[config.mk]
export PLATFORM = sky130hd
export DESIGN_NAME = amstrad_mem_arbiter
export DESIGN_NICKNAME = d
export VERILOG_FILES = /design/src/rtl/amstrad_mem_arbiter.sv
export SDC_FILE = /design/constraint.sdc
export NUM_CORES = 1
export LEC_CHECK = 0
export CORE_ASPECT_RATIO = 0.75
export CORE_MARGIN = 4
export CORE_UTILIZATION = 50
export CTS_BUF_LIST = sky130_fd_sc_hd__clkbuf_16
export DETAILED_ROUTE_END_ITERATION = 10
export GPL_ROUTABILITY_DRIVEN = 0
export GPL_TIMING_DRIVEN = 0
export HOLD_SLACK_MARGIN = 0.12
export PLACE_DENSITY_LB_ADDON = 0.2
export REMOVE_ABC_BUFFERS = 1
export SLEW_MARGIN = 20
export SYNTH_ARGS = -nofsm -noshare
export SYNTH_HDL_FRONTEND = slang
export SYNTH_SLANG_ARGS = --single-unit
[constraint.sdc]
create_clock -name clk -period 6.1 [get_ports clk]
set_input_delay 1.525 -clock clk [delete_from_list [all_inputs] [get_ports clk]]
set_output_delay 1.525 -clock clk [all_outputs]
set_load 0.01 [all_outputs]
[src/rtl/amstrad_mem_arbiter.sv]
// Arbitrates one 16-bit external RAM port between video word fetches, CPU byte
// cycles and loader byte writes; stalls the CPU via cpu_wait until its access lands.
module amstrad_mem_arbiter #(
  parameter logic [6:0] VID_BASE  = 7'h00,
  parameter int         LD_STARVE = 8
) (
  input  logic        clk,
  input  logic        reset,
  input  logic [22:0] cpu_addr,
  input  logic        cpu_rd,
  input  logic        cpu_wr,
  input  logic [7:0]  cpu_dout,
  output logic [7:0]  cpu_din,
  output logic        cpu_wait,
  input  logic        vid_req,
  input  logic [14:0] vid_addr,
  output logic [15:0] vid_data,
  output logic        vid_valid,
  output logic        vid_overrun,
  input  logic        ld_wr,
  input  logic [22:0] ld_addr,
  input  logic [7:0]  ld_data,
  output logic        ld_busy,
  output logic        ram_req,
  output logic        ram_we,
  output logic [1:0]  ram_be,
  output logic [21:0] ram_addr,
  output logic [15:0] ram_dout,
  input  logic [15:0] ram_din,
  input  logic        ram_ack
);

  localparam int SW = $clog2(LD_STARVE + 1);
  localparam logic [SW-1:0] STARVE_MAX = SW'(LD_STARVE);

  typedef enum logic {IDLE, ACCESS} state_t;
  typedef enum logic [1:0] {G_VID, G_CPU, G_LD} gnt_t;

  state_t        state, state_next;
  gnt_t          gnt;
  logic          vid_pend, vid_redo;
  logic [14:0]   vid_addr_q;
  logic          cpu_pend, cpu_served, cpu_we_q;
  logic [22:0]   cpu_addr_q;
  logic [7:0]    cpu_data_q;
  logic          ld_pend;
  logic [22:0]   ld_addr_q;
  logic [7:0]    ld_data_q;
  logic [SW-1:0] starve;

  logic          cpu_new, ld_new, v_any, c_any, l_any, c_we;
  logic [14:0]   v_addr;
  logic [22:0]   c_addr, l_addr;
  logic [7:0]    c_data, l_data;
  logic          go_vid, go_cpu, go_ld, ack_done;
  logic          vid_done, cpu_done, ld_done;

  assign cpu_wait = (cpu_rd | cpu_wr) & ~cpu_served;
  assign cpu_new  = cpu_wait & ~cpu_pend;
  assign ld_new   = ld_wr & ~ld_pend;
  assign ld_busy  = ld_pend;

  // A request arriving in an IDLE cycle is granted at the same edge that captures it.
  assign v_any  = vid_pend | vid_req;
  assign v_addr = vid_req ? vid_addr : vid_addr_q;
  assign c_any  = cpu_pend | cpu_new;
  assign c_addr = cpu_pend ? cpu_addr_q : cpu_addr;
  assign c_we   = cpu_pend ? cpu_we_q : cpu_wr;
  assign c_data = cpu_pend ? cpu_data_q : cpu_dout;
  assign l_any  = ld_pend | ld_new;
  assign l_addr = ld_pend ? ld_addr_q : ld_addr;
  assign l_data = ld_pend ? ld_data_q : ld_data;

  assign vid_done = ack_done & (gnt == G_VID);
  assign cpu_done = ack_done & (gnt == G_CPU);
  assign ld_done  = ack_done & (gnt == G_LD);

  always_ff @(posedge clk or posedge reset) begin
    if (reset) state <= IDLE;
    else       state <= state_next;
  end

  always_comb begin
    state_next = state;
    case (state)
      IDLE:    if (v_any | c_any | l_any) state_next = ACCESS;
      ACCESS:  if (ram_ack) state_next = IDLE;
      default: state_next = IDLE;
    endcase
  end

  // Video always first; a starved loader overtakes the CPU.
  always_comb begin
    go_vid   = 1'b0;
    go_cpu   = 1'b0;
    go_ld    = 1'b0;
    ack_done = 1'b0;
    case (state)
      IDLE: begin
        if (v_any)                             go_vid = 1'b1;
        else if (l_any && starve == STARVE_MAX) go_ld  = 1'b1;
        else if (c_any)                        go_cpu = 1'b1;
        else if (l_any)                        go_ld  = 1'b1;
      end
      ACCESS:  ack_done = ram_ack;
      default: ;
    endcase
  end

  always_ff @(posedge clk or posedge reset) begin
    if (reset) begin
      gnt         <= G_VID;
      vid_pend    <= 1'b0;
      vid_redo    <= 1'b0;
      vid_addr_q  <= '0;
      vid_data    <= '0;
      vid_valid   <= 1'b0;
      vid_overrun <= 1'b0;
      cpu_pend    <= 1'b0;
      cpu_served  <= 1'b0;
      cpu_we_q    <= 1'b0;
      cpu_addr_q  <= '0;
      cpu_data_q  <= '0;
      cpu_din     <= 8'hFF;
      ld_pend     <= 1'b0;
      ld_addr_q   <= '0;
      ld_data_q   <= '0;
      starve      <= '0;
      ram_req     <= 1'b0;
      ram_we      <= 1'b0;
      ram_be      <= '0;
      ram_addr    <= '0;
      ram_dout    <= '0;
    end else begin
      vid_valid   <= vid_done;
      vid_overrun <= vid_req & vid_pend & ~vid_done;
      if (vid_req) vid_addr_q <= vid_addr;
      // A fresh request during the in-flight fetch must survive that fetch's completion.
      vid_redo <= ~vid_done & (vid_redo | (vid_req & (state == ACCESS) & (gnt == G_VID)));
      vid_pend <= vid_req | (vid_pend & ~(vid_done & ~vid_redo));
      if (vid_done) vid_data <= ram_din;

      if (cpu_new) begin
        cpu_addr_q <= cpu_addr;
        cpu_we_q   <= cpu_wr;
        cpu_data_q <= cpu_dout;
      end
      cpu_pend   <= (cpu_pend | cpu_new) & ~cpu_done;
      cpu_served <= (cpu_served | cpu_done) & (cpu_rd | cpu_wr);
      if (cpu_done && !cpu_we_q) cpu_din <= cpu_addr_q[0] ? ram_din[15:8] : ram_din[7:0];

      if (ld_new) begin
        ld_addr_q <= ld_addr;
        ld_data_q <= ld_data;
      end
      ld_pend <= (ld_pend | ld_new) & ~ld_done;

      if (go_ld || !l_any) starve <= '0;
      else if (go_cpu)     starve <= starve + 1'b1;

      if (go_vid) begin
        gnt      <= G_VID;
        ram_req  <= 1'b1;
        ram_we   <= 1'b0;
        ram_be   <= 2'b11;
        ram_addr <= {VID_BASE, v_addr};
      end else if (go_cpu) begin
        gnt      <= G_CPU;
        ram_req  <= 1'b1;
        ram_we   <= c_we;
        ram_be   <= c_addr[0] ? 2'b10 : 2'b01;
        ram_addr <= c_addr[22:1];
        ram_dout <= {c_data, c_data};
      end else if (go_ld) begin
        gnt      <= G_LD;
        ram_req  <= 1'b1;
        ram_we   <= 1'b1;
        ram_be   <= l_addr[0] ? 2'b10 : 2'b01;
        ram_addr <= l_addr[22:1];
        ram_dout <= {l_data, l_data};
      end else if (ack_done) begin
        ram_req <= 1'b0;
        ram_we  <= 1'b0;
      end
    end
  end

endmodule

==> Yosys cells after proc, flatten, opt, wreduce, memory -nomap -nowiden <==
Index checks and enable logic that the tools add are counted.
{ "word_totals": {"input_bits": 100, "wordCells": 116, "out_inout_bits": 70, "ff_bits": 158} }
{ "classes": {"n_eq_ne": 3, "muxes": 43, "n_bitwise": 35, "n_reduce_logical": 11, "add_sub_neg": 1} }
{ "ops": {"columns": ["operator", "n"], "rows": [
  ["two-way mux 22 bit", 3],
  ["two-way mux 23 bit", 2],
  ["two-way mux 16 bit", 2],
  ["two-way mux 8 bit", 3],
  ["two-way mux 1 bit", 21],
  ["bitwise AND 1 bit", 16],
  ["two-way mux 2 bit", 8],
  ["two-way mux 15 bit", 1],
  ["NOT 1 bit", 10],
  ["bitwise OR 1 bit", 9],
  ["two-way mux 4 bit", 2],
  ["adder 4 x 1 -> 4 bit, second input constant", 1],
  ["equality test 4 bit, second input constant", 1],
  ["nonzero test 2 bit", 2],
  ["nonzero test 4 bit", 1],
  ["nonzero test 3 bit", 1],
  ["equality test 2 x 1 -> 1 bit, second input constant", 1],
  ["equality test 2 bit, second input constant", 1],
  ["logical AND 1 bit", 2],
  ["zero test 1 bit", 2],
  ["zero test 2 bit", 1],
  ["one-hot mux 1 bit (2 select lines)", 1],
  ["AND reduction 2 bit", 1],
  ["logical OR 1 bit", 1]
]} }

==> Depth between registers and ports, before layout <==
Gate-level depths: netlist of the first run.
{ "logic_depth": {"ltp_word": 11, "mapped_depth": 7, "mapped_depth_nobuf": 6} }

==> Worst setup path after synthesis of the first run <==
No wires, ideal clock.
{ "synth_path": {"kind": "in2out", "startpoint": "in cpu_wr", "endpoint": "out cpu_wait", "slack_ns": 2.691, "path_buffers": 1, "required_ns": 4.575, "arrival_ns": 1.884, "stages": 2, "path_cell_list": "o21ba_2 -> buf_2"} }
{ "synth_between": {"elab_chain_cells": 2} }
{ "synth_lines": {"columns": ["item", "line", "text"], "rows": [
  ["start: declaration", "11", "input logic cpu_wr,"],
  ["bitwise OR 1 bit", "58", "assign cpu_wait = (cpu_rd | cpu_wr) & ~cpu_served;"],
  ["bitwise AND 1 bit", "58", null],
  ["end: declaration", "14", "output logic cpu_wait,"]
]} }
Every way passes these cells.

==> Worst setup path in the final report of the first run <==
Ends and elaborated chain as after synthesis.

==> results of run 1 <==
## per-layer routing
| metal | track usage (%) | up-vias |
|---|---|---|
| met2 | 39.0 | 194 |
| met4 | 6.51 | 0 |
| met5 | 0 | - |
| met3 | 5.39 | 27 |
| met1 | 30.1 | 2728 |
| li1 | - | 2505 |
## synthesized netlist by cell type, drive strengths merged (2+ instances only)
library cell  number
or3                4
inv                7
nor3              12
dfrtp            142
nand3              2
nand2            109
dfstp              8
buf               27
nor2b              2
a21oi             14
o211ai            14
clkbuf            21
ha                 2
o21ai             22
o221ai             8
a21o               2
nor2              32
a221o             23
a2bb2oi            2
a22oi              7
mux2i             79
mux2              63
## worst paths after layout
check                                           from  slack, ps                        end  cells after the start
max in group asynchronous                      reset       3760          ld_busy$_DFF_PP0_                      3
max reg2reg                        ld_busy$_DFF_PP0_       3580      ram_be[1]$_DFFE_PP0P_                      5
min reg2reg                cpu_addr_q[3]$_DFFE_PP0P_        480  cpu_addr_q[3]$_DFFE_PP0P_                      2
min                        cpu_addr_q[3]$_DFFE_PP0P_        480  cpu_addr_q[3]$_DFFE_PP0P_                      2
min in group asynchronous                      reset       1540   vid_data[12]$_DFFE_PP0N_                      2
max                                           cpu_wr       1460                   cpu_wait                      3
## kinds of logic (layout without fill, tap and decap cells)
family,Yosys count,count (layout),synth area share (%)
xor+xnor,1,1,0.124
compound gates,99,99,10.8
flops,150,150,53.3
simple gates,168,168,10.2
mux,142,142,21.2
buf+inv,56,223,3.92
fa+ha+maj,2,2,0.354
## worst max-delay path, stage by stage
cell and delay [ps]:
clkdlybuf4s50_1 620, o21ba_2 350, clkdlybuf4s50_1 620
## sequential cells by signal, indices dropped and copies added, names as in the netlist, 2 cells and up
| name | cells |
|---|---|
| ld_addr_q | 23 |
| vid_addr_q | 15 |
| starve | 4 |
| gnt | 2 |
| vid_data | 16 |
| ld_data_q | 8 |
| cpu_data_q | 8 |
| cpu_addr_q | 23 |
| cpu_din | 8 |
| ram_be | 2 |
| ram_addr | 22 |
| ram_dout | 8 |
## stage by stage
| stage | std cells | setup WS [ps] | area, um2 | hold slack (ps) | util (%) |
|---|---|---|---|---|---|
| 3_5_place_dp | 928 | 1480 | 9000 | 463 | 65.4 |
| 6_report | 960 | 1460 | 9610 | 475 | 69.9 |
| 3_3_place_gp | 914 | -1440 | 8720 | 458 | 63.5 |
| 2_1_floorplan | 570 | 552 | 6810 | 445 | - |
| 4_1_cts | 960 | 1470 | 9610 | 477 | 69.9 |
| 5_1_grt | 960 | 1390 | 9610 | 497 | 69.9 |
## report_power, final
| group | switching (mW) | total (mW) | leakage (nW) | internal, mW |
|---|---|---|---|---|
| sequential | 0.179 | 1.45 | 1.82 | 1.28 |
| clock | 0.410 | 1.09 | 0.301 | 0.680 |
| combinational | 0.377 | 0.902 | 2.29 | 0.525 |
| total | 0.966 | 3.45 | 4.41 | 2.48 |
## cell type report
class                      count  area (um2)
fill                         963        4140
inverter                       8        37.5
multi-input combinational    412        3070
sequential                   150        3770
clock inverter                15         188
tap                          175         219
clock buffer                  17         425
timing repair buffer         183        1900
==> impl_metrics.env, run 1 <==
export IMPL_outcome="complete, no violations"
export IMPL_timing_fmax_ghz=0.215
export IMPL_leakagePower_nw=4.41
export IMPL_htreeDepth=4
export IMPL_drive_gt1_share_pct=17.3
export IMPL_clkSinkCount=150
export IMPL_syn_inst=618
export IMPL_synth_main_ff_cell="dfrtp_1"
export IMPL_cts_inserted_buffers=17
export IMPL_power_density_nw_per_um2=359
export IMPL_cts_tree="done"
export IMPL_cp_max_fo=8
export IMPL_wl_met1_mm=7.95
export IMPL_rsz0062_at_grt="false"
export IMPL_cts_buffer_depth=2
export IMPL_coreArea_um2=13700
export IMPL_io_pin_count=170
export IMPL_slew_headroom_pct=35.5
export IMPL_drt_iter0_markers=337
export IMPL_synth_seq_cells=150
export IMPL_routed_wl_mm=18.5
export IMPL_yosysSeqAreaShare_pct=53.3
export IMPL_fin_nets=874
export IMPL_final_cell_mix="clkdlybuf4s50_1, dfrtp_1, nand2_1"
export IMPL_yosysTopAreaCellShare_pct=50.3
export IMPL_die_x_um=145
export IMPL_hold_path_class="flip-flop to flip-flop"
export IMPL_antenna_cells=0
export IMPL_worst_clock_skew_ps=9.20
export IMPL_fin_crit_ps=4640
export IMPL_critPathLaunchType="primary input"
export IMPL_peakVddDrop_v=0.000238
export IMPL_die_h_um=111
export IMPL_setup_viol=0
export IMPL_synth_area_um2=7060
export IMPL_dp_hpwl_mm=12.2
export IMPL_num_rows=37
export IMPL_syn_to_final_growth_pct=36.1
export IMPL_grt_pass1_vias=5812
export IMPL_final_common_cell="clkdlybuf4s50_1"
export IMPL_clk_pin_slew_ps=60
export IMPL_die_area_um2=16100
export IMPL_overflow=0
export IMPL_fin_crit_sh_pct=76.1
export IMPL_insertion_delay_ps=410
export IMPL_yosys_warnings=0
export IMPL_maxCapViolations=0
export IMPL_synth_cell_types=46
export IMPL_critPathKind="primary input to primary output"
export IMPL_top_layer="met4"
export IMPL_grt_max_degree=84
export IMPL_initial_utilization_pct=51.4
export IMPL_cts_setup_buffers=0
export IMPL_hold_violations=0
export IMPL_worstPathArrival_ps=3120
export IMPL_drt_pass1_iter_count=5
export IMPL_drc=0
export IMPL_grt_pass1_wl_mm=29.8
export IMPL_synth_area_top_cells="dfrtp_1, mux2i_1, mux2_2"
export IMPL_synth_area_leader_cell="dfrtp_1"
export IMPL_maxSlewViolCount=0
export IMPL_ant_nets=0
export IMPL_dr_total_vias=5454
export IMPL_vias_per_cell=5.68
export IMPL_synth_edf_count=0
export IMPL_antenna_found_initial=0
export IMPL_wl_met2_mm=9.11
export IMPL_worstPathRequired_ps=4580
export IMPL_ys_async_sr_fraction_pct=100
export IMPL_worst_slew_pin_slew_ps=968
export IMPL_worst_setup_path_end_kind="primary output"
export IMPL_root_buffer="clkbuf_16"
export IMPL_post_cts_resized=0
export IMPL_tns_ps=0
export IMPL_cts_hold_buf=0
export IMPL_p_total_mw=3.45
export IMPL_io_buffers=169
export IMPL_dr_wl_met3_mm=1.13
export IMPL_synth_avg_cell_area_um2=11.4
export IMPL_grt_use_total_pct=23.1
export IMPL_wire_per_inst_um=19.2
No activity file was read; power rests on OpenSTA's default activity.
==> run 2, diff against run 1 <==
==> constraint.sdc (replaced) <==
create_clock -name clk -period 4.82 [get_ports clk]
set_input_delay 1.205 -clock clk [delete_from_list [all_inputs] [get_ports clk]]
set_output_delay 1.205 -clock clk [all_outputs]
set_load 0.01 [all_outputs]
==> results of run 2 <==
The final DEF is identical to that of run 1. Status: complete, no violations.
Main changes from that run: setup slack after placement 1480 ps -> 837 ps; setup slack after layout 1460 ps -> 817 ps; register-to-register setup slack 3580 ps -> 2300 ps; total power 3.45 mW -> 4.36 mW; worst IR drop on VDD 0.000238 V -> 0.000301 V
